**src/rtl/switch_pkg.sv**
```systemverilog
// Shared types and constants for the switch egress drain stage.
package switch_pkg;

    localparam int NUM_OF_PORTS = 4;
    localparam int WORD_WIDTH   = 8;
    localparam int PORT_IDX_W   = $clog2(NUM_OF_PORTS);

    typedef logic [PORT_IDX_W-1:0] port_idx_t;

    typedef struct packed {
        port_idx_t             port;
        logic [WORD_WIDTH-1:0] data;
    } egress_entry_t;

    typedef enum logic [0:0] {
        IDLE    = 1'b0,
        CAPTURE = 1'b1
    } drain_state_t;

    // Port index 'offset' positions after 'base', wrapping over the port count.
    function automatic port_idx_t rr_idx(input port_idx_t base, input int offset);
        rr_idx = port_idx_t'((int'(base) + offset) % NUM_OF_PORTS);
    endfunction

endpackage

```
**src/rtl/switch_egress_drain_fifo.sv**
```systemverilog
// Synchronous show-ahead FIFO of egress entries; head is visible whenever not empty.
module egress_fifo
    import switch_pkg::*;
#(
    parameter  int FIFO_SIZE = 64,
    localparam int PTR_W     = $clog2(FIFO_SIZE),
    localparam int CNT_W     = $clog2(FIFO_SIZE) + 1
) (
    input  logic          clk,
    input  logic          rst_n,
    input  logic          push_i,
    input  egress_entry_t push_entry_i,
    input  logic          pop_i,
    output egress_entry_t head_o,
    output logic          full_o,
    output logic          empty_o,
    output logic [CNT_W-1:0] count_o
);

    egress_entry_t    mem_q [FIFO_SIZE];
    logic [PTR_W-1:0] wr_ptr_q, wr_ptr_d;
    logic [PTR_W-1:0] rd_ptr_q, rd_ptr_d;
    logic [CNT_W-1:0] count_q, count_d;
    logic             do_push_s;
    logic             do_pop_s;

    assign full_o    = (count_q == CNT_W'(FIFO_SIZE));
    assign empty_o   = (count_q == {CNT_W{1'b0}});
    assign do_push_s = push_i && !full_o;
    assign do_pop_s  = pop_i && !empty_o;
    assign count_o   = count_q;
    // Empty FIFO presents an all-zero head so outputs never show stale data.
    assign head_o    = empty_o ? '0 : mem_q[rd_ptr_q];

    // Next-state pointers and occupancy; push and pop together leave count unchanged.
    always_comb begin
        wr_ptr_d = do_push_s ? (wr_ptr_q + PTR_W'(1)) : wr_ptr_q;
        rd_ptr_d = do_pop_s  ? (rd_ptr_q + PTR_W'(1)) : rd_ptr_q;
        case ({do_push_s, do_pop_s})
            2'b10:   count_d = count_q + CNT_W'(1);
            2'b01:   count_d = count_q - CNT_W'(1);
            default: count_d = count_q;
        endcase
    end

    // Pointer and count registers with synchronous active-low reset.
    always_ff @(posedge clk) begin
        if (!rst_n) begin
            wr_ptr_q <= {PTR_W{1'b0}};
            rd_ptr_q <= {PTR_W{1'b0}};
            count_q  <= {CNT_W{1'b0}};
        end else begin
            wr_ptr_q <= wr_ptr_d;
            rd_ptr_q <= rd_ptr_d;
            count_q  <= count_d;
        end
    end

    // Storage array write; contents need no reset because the count gates visibility.
    always_ff @(posedge clk) begin
        if (do_push_s) begin
            mem_q[wr_ptr_q] <= push_entry_i;
        end
    end

endmodule

```
**src/rtl/switch_egress_drain.sv**
```systemverilog
// Drains switch output queues round-robin into one tagged byte stream via a FIFO.
module switch_egress_drain
    import switch_pkg::*;
#(
    parameter  int FIFO_SIZE = 64,
    localparam int CNT_W     = $clog2(FIFO_SIZE) + 1
) (
    input  logic                               clk,
    input  logic                               rst_n,
    input  logic [NUM_OF_PORTS-1:0]            port_ready,
    input  logic [NUM_OF_PORTS*WORD_WIDTH-1:0] port_out,
    output logic [NUM_OF_PORTS-1:0]            port_read,
    output logic                               out_valid,
    input  logic                               out_ready,
    output logic [WORD_WIDTH-1:0]              out_data,
    output logic [PORT_IDX_W-1:0]              out_port,
    output logic [CNT_W-1:0]                   fifo_count
);

    drain_state_t          state_q, state_d;
    port_idx_t             rr_ptr_q, rr_ptr_d;
    port_idx_t             grant_q, grant_d;
    logic [NUM_OF_PORTS-1:0] port_read_q, port_read_d;
    port_idx_t             grant_s;
    logic                  push_s;
    egress_entry_t         push_entry_s;
    egress_entry_t         head_s;
    logic                  full_s;
    logic                  empty_s;
    logic [WORD_WIDTH-1:0] port_byte_s [NUM_OF_PORTS];

    for (genvar i = 0; i < NUM_OF_PORTS; i++) begin : g_unpack
        assign port_byte_s[i] = port_out[i*WORD_WIDTH +: WORD_WIDTH];
    end

    // Round-robin pick: the lowest offset after rr_ptr with port_ready set wins.
    always_comb begin
        grant_s = rr_ptr_q;
        for (int off = NUM_OF_PORTS; off >= 1; off--) begin
            grant_s = port_ready[rr_idx(rr_ptr_q, off)] ? rr_idx(rr_ptr_q, off) : grant_s;
        end
    end

    // Drain FSM: issue one read from IDLE, capture the returned byte in CAPTURE.
    always_comb begin
        state_d      = state_q;
        rr_ptr_d     = rr_ptr_q;
        grant_d      = grant_q;
        port_read_d  = {NUM_OF_PORTS{1'b0}};
        push_s       = 1'b0;
        push_entry_s = '{port: grant_q, data: port_byte_s[grant_q]};
        case (state_q)
            IDLE: begin
                // Full is only checked here; the one read in flight always has a slot.
                if (!full_s && (|port_ready)) begin
                    port_read_d = {{(NUM_OF_PORTS-1){1'b0}}, 1'b1} << grant_s;
                    grant_d     = grant_s;
                    state_d     = CAPTURE;
                end else begin
                    state_d     = IDLE;
                end
            end
            CAPTURE: begin
                // The pop already happened upstream, so capture regardless of port_ready.
                push_s   = 1'b1;
                rr_ptr_d = grant_q;
                state_d  = IDLE;
            end
            default: begin
                state_d  = IDLE;
            end
        endcase
    end

    // FSM, arbitration and read-pulse registers; reset drops any byte in flight.
    always_ff @(posedge clk) begin
        if (!rst_n) begin
            state_q     <= IDLE;
            rr_ptr_q    <= port_idx_t'(NUM_OF_PORTS - 1);
            grant_q     <= {PORT_IDX_W{1'b0}};
            port_read_q <= {NUM_OF_PORTS{1'b0}};
        end else begin
            state_q     <= state_d;
            rr_ptr_q    <= rr_ptr_d;
            grant_q     <= grant_d;
            port_read_q <= port_read_d;
        end
    end

    egress_fifo #(
        .FIFO_SIZE (FIFO_SIZE)
    ) u_fifo (
        .clk          (clk),
        .rst_n        (rst_n),
        .push_i       (push_s),
        .push_entry_i (push_entry_s),
        .pop_i        (out_valid && out_ready),
        .head_o       (head_s),
        .full_o       (full_s),
        .empty_o      (empty_s),
        .count_o      (fifo_count)
    );

    assign port_read = port_read_q;
    assign out_valid = !empty_s;
    assign out_data  = head_s.data;
    assign out_port  = head_s.port;

endmodule

```
**config.mk**
```make
export PLATFORM = sky130hd
export DESIGN_NAME = switch_egress_drain
export DESIGN_NICKNAME = d
export VERILOG_FILES = /design/src/rtl/switch_pkg.sv /design/src/rtl/switch_egress_drain_fifo.sv /design/src/rtl/switch_egress_drain.sv
export SDC_FILE = /design/constraint.sdc
export NUM_CORES = 1
export LEC_CHECK = 0
export CAP_MARGIN = 20
export CORE_UTILIZATION = 55
export DETAILED_ROUTE_END_ITERATION = 16
export PLACE_DENSITY = 0.72
export SYNTH_ARGS = -nofsm -noshare
export SYNTH_HDL_FRONTEND = slang
export SYNTH_HIERARCHICAL = 1
export SYNTH_SLANG_ARGS = --single-unit
```
**constraint.sdc**
```tcl
create_clock -name clk -period 4.1 [get_ports clk]
set_input_delay 0.615 -clock clk [delete_from_list [all_inputs] [get_ports clk]]
set_output_delay 0.615 -clock clk [all_outputs]
set_load 0.05 [all_outputs]
```
==> impl_metrics.toml <==
[final_layout]
fill_cells = 3133
multiInputGateArea_um2 = 6220
area_growth_pct = 15.0
finalNetCount = 1532
regArea_um2 = 19900
n_antenna_cell = 0
final_cell_area_um2 = 30500
drive_gt1_share_pct = 25.6

[grt]
first_global_vias = 13695
grt_max_degree = 70
grt_overflow = 0
track_usage_pct = 24.3
antenna_found_initial = 0
grt_pass1_wl_um = 86600

[drt]
drt_first_pass_iters = 6
num_vias = 13708
wl_per_cell_um = 27.1
drc = 0
vias_per_cell = 6.36
finalWirelength_um = 58400
drt_iter0_markers = 1526
postRouteAntennaNets = 0

[worst_setup_path]
cp_data_required_time_ns = 3.48
rr_endpoint = "u_fifo/count_o[4]$_SDFFE_PN0P_"
critPathMaxFanout = 30
crit_type = "reg2out"
r2r_cells = 13
crit_arrival_ns = 3.31
r2r_setup_slack_ns = 0.80
end_kind = "output port"
rr_startpoint = "u_fifo/count_o[0]$_SDFFE_PN0P_"
start_kind = "flip-flop"

[yosys]
synth.distinct_cells = 62
synthTopCellsByCount = "edfxtp_1 (640), mux4_2 (168), nor2_1 (81)"
yosysTopAreaCellShare_pct = 72.5
synthFlopType = "edfxtp_1"
synth.avg_cell_area_um2 = 19.8
synth_top_area_cell = "edfxtp_1"
async_reset_ff_share_pct = 0
netlist_instances = 1336
syn-num-nets = 1379
synth_warnings = 6
ys_seq_area_share_pct = 75.1
synth-seq-cells = 674
synthesis.area_um2 = 26500
yosysMostFrequentCell = "edfxtp_1"
synth_edf_count = 640
synth_area_leaders = "edfxtp_1 (72%), mux4_2 (14%), dfxtp_1 (2.6%)"

[status]
status = "finished, final reports clean"

[timing]
setup_tns_ns = 0
max_slew_margin_pct = 45.3
finalSetupViolations = 0
min_period_ns = 3.92
tightestPinTransition_ns = 0.821
max_clock_freq_mhz = 255
slew_viol_final = 0
final_hold_viol_count = 0
period_share_pct = 95.7
fin_ws_ns = 0.178
finalClockSkew_ns = 0.0180
rsz0062_at_grt = "false"

[run]
cap_violations = 0

[placed_design]
postPlaceCellArea_um2 = 28400
port_buffers = 60
hpwl_um = 35400
place_congestion = 0.852
pre_cts_ws_ns = 0.732

[clock_tree]
clockRootBuffer = "clkbuf_16"
clk_pin_slew_worst_paths_ns = 0.06
cts_tree = "done"
cts_buffers = 68
ctsResizeCount = 0
cts.sinks = 674
cts_setup_buffers = 0
clk_latency_ns = 0.58
h-tree-depth = 3
cts_buffer_depth = 3
ctsHoldBuffers = 0

[floorplan]
num_io_pins = 61
die_h_um = 222
row_count = 80
start_util_pct = 55.6
dieArea_um2 = 49100
core-area_um2 = 47600
chipWidth_um = 222

[power]
pwr-share-comb_pct = 22.9
pwr-share-clk_pct = 32.2
ir_drop_mv = 0.653
netSwitchingPower_w = 0.00530
p_int_w = 0.0130
leakage_nw = 9.65
swShare_pct = 29.0
power_frac_seq_pct = 45.0
power.total_w = 0.0183
power_density_nw_per_um2 = 600

[hold_path]
worstHoldPathCells = 2
hold_end = "u_fifo/rd_ptr_q[1]$_SDFFE_PN0P_"
min_from = "u_fifo/rd_ptr_q[1]$_SDFFE_PN0P_"
hold_class = "reg2reg"
-- metrics by stage --
stage / hold slack, ns / utilization [%] / std cells
after global routing: 0.556 / 64.0 / 2155
final: 0.514 / 64.0 / 2155
after detailed placement: 0.499 / 59.5 / 2034
after floorplan: 0.472 / - / 1336
after global placement: 0.501 / 59.5 / 2034
after CTS: 0.512 / 64.0 / 2155
-- power groups by stage --
stage | sequential, W | clock (W) | combinational (W)
2_1_floorplan | 0.00837 | 0 | 0.00282
3_3_place_gp | 0.00836 | 0 | 0.00408
3_5_place_dp | 0.00836 | 0 | 0.00416
4_1_cts | 0.00822 | 0.00597 | 0.00418
5_1_grt | 0.00824 | 0.00623 | 0.00442
6_report | 0.00822 | 0.00588 | 0.00418
-- cell type report --
class | count | share of cell area, %
Multi-Input combinational cell | 574 | 20.4
Tap cell | 615 | 2.52
Inverter | 8 | 0.0985
Sequential cell | 674 | 65.3
Clock inverter | 29 | 0.694
Timing Repair Buffer | 163 | 4.71
Clock buffer | 92 | 6.23
-- registers in the layout, summed over array words and instances (netlist names), named ones only --
signal,count
u_fifo/mem_q,640
u_fifo/count_o,7
u_fifo/rd_ptr_q,6
u_fifo/wr_ptr_q,6
port_read,4
grant_q,2
rr_ptr_q,2
state_q,1
-- placed cells by master, fill, tap and decap left out, drive strengths merged, types with 22 or more instances in the layout --
cell	netlist	routed
clkinv	0	23
nor3	22	22
dfxtp	34	34
a22oi	59	59
o22ai	32	32
nand2	51	51
edfxtp	640	640
clkdlybuf4s50	0	50
buf	40	113
mux4	168	168
nor2	81	81
clkbuf	40	92
-- how the worst max path moves through the flow --
stage	slack (ns)	endpoint	cells past startpoint	startpoint
6_report	0.18	out_port[0]	7	flip-flop
5_1_grt	0.01	out_port[0]	7	flip-flop
4_1_cts	0.20	out_port[0]	7	flip-flop
3_5_place_dp	0.73	u_fifo/count_o[4]$_SDFFE_PN0P_	12	out_ready
3_3_place_gp	0.75	u_fifo/count_o[4]$_SDFFE_PN0P_	12	out_ready
2_1_floorplan	0.51	u_fifo/count_o[4]$_SDFFE_PN0P_	16	u_fifo/count_o[0]$_SDFFE_PN0P_
-- cell families after synthesis --
kind of cell	count (synthesis)	synth area share (%)
flops	674	75.1
simple gates	233	4.30
mux	173	14.5
compound gates	153	4.14
buf+inv	88	1.49
xor+xnor	11	0.363
fa+ha+maj	4	0.189
-- per-layer routing --
| metal | track usage [%] | wire length (um) | vias up |
|---|---|---|---|
| met5 | 0 | 0 | - |
| met4 | 7.33 | 1320 | 0 |
| met3 | 4.70 | 5380 | 101 |
| met2 | 38.7 | 28200 | 661 |
| met1 | 34.5 | 23500 | 7110 |
| li1 | - | - | 5836 |
-- critical path, cell delays in order, from the launching register on --
cell	delay [ns]
dfxtp_4	0.64
buf_12	0.32
mux4_2	0.53
a22oi_1	0.31
nand2_1	0.25
a22oi_1	0.26
nand2_1	0.14
buf_4	0.22
Note: power is estimated with default switching activity, not from simulation.
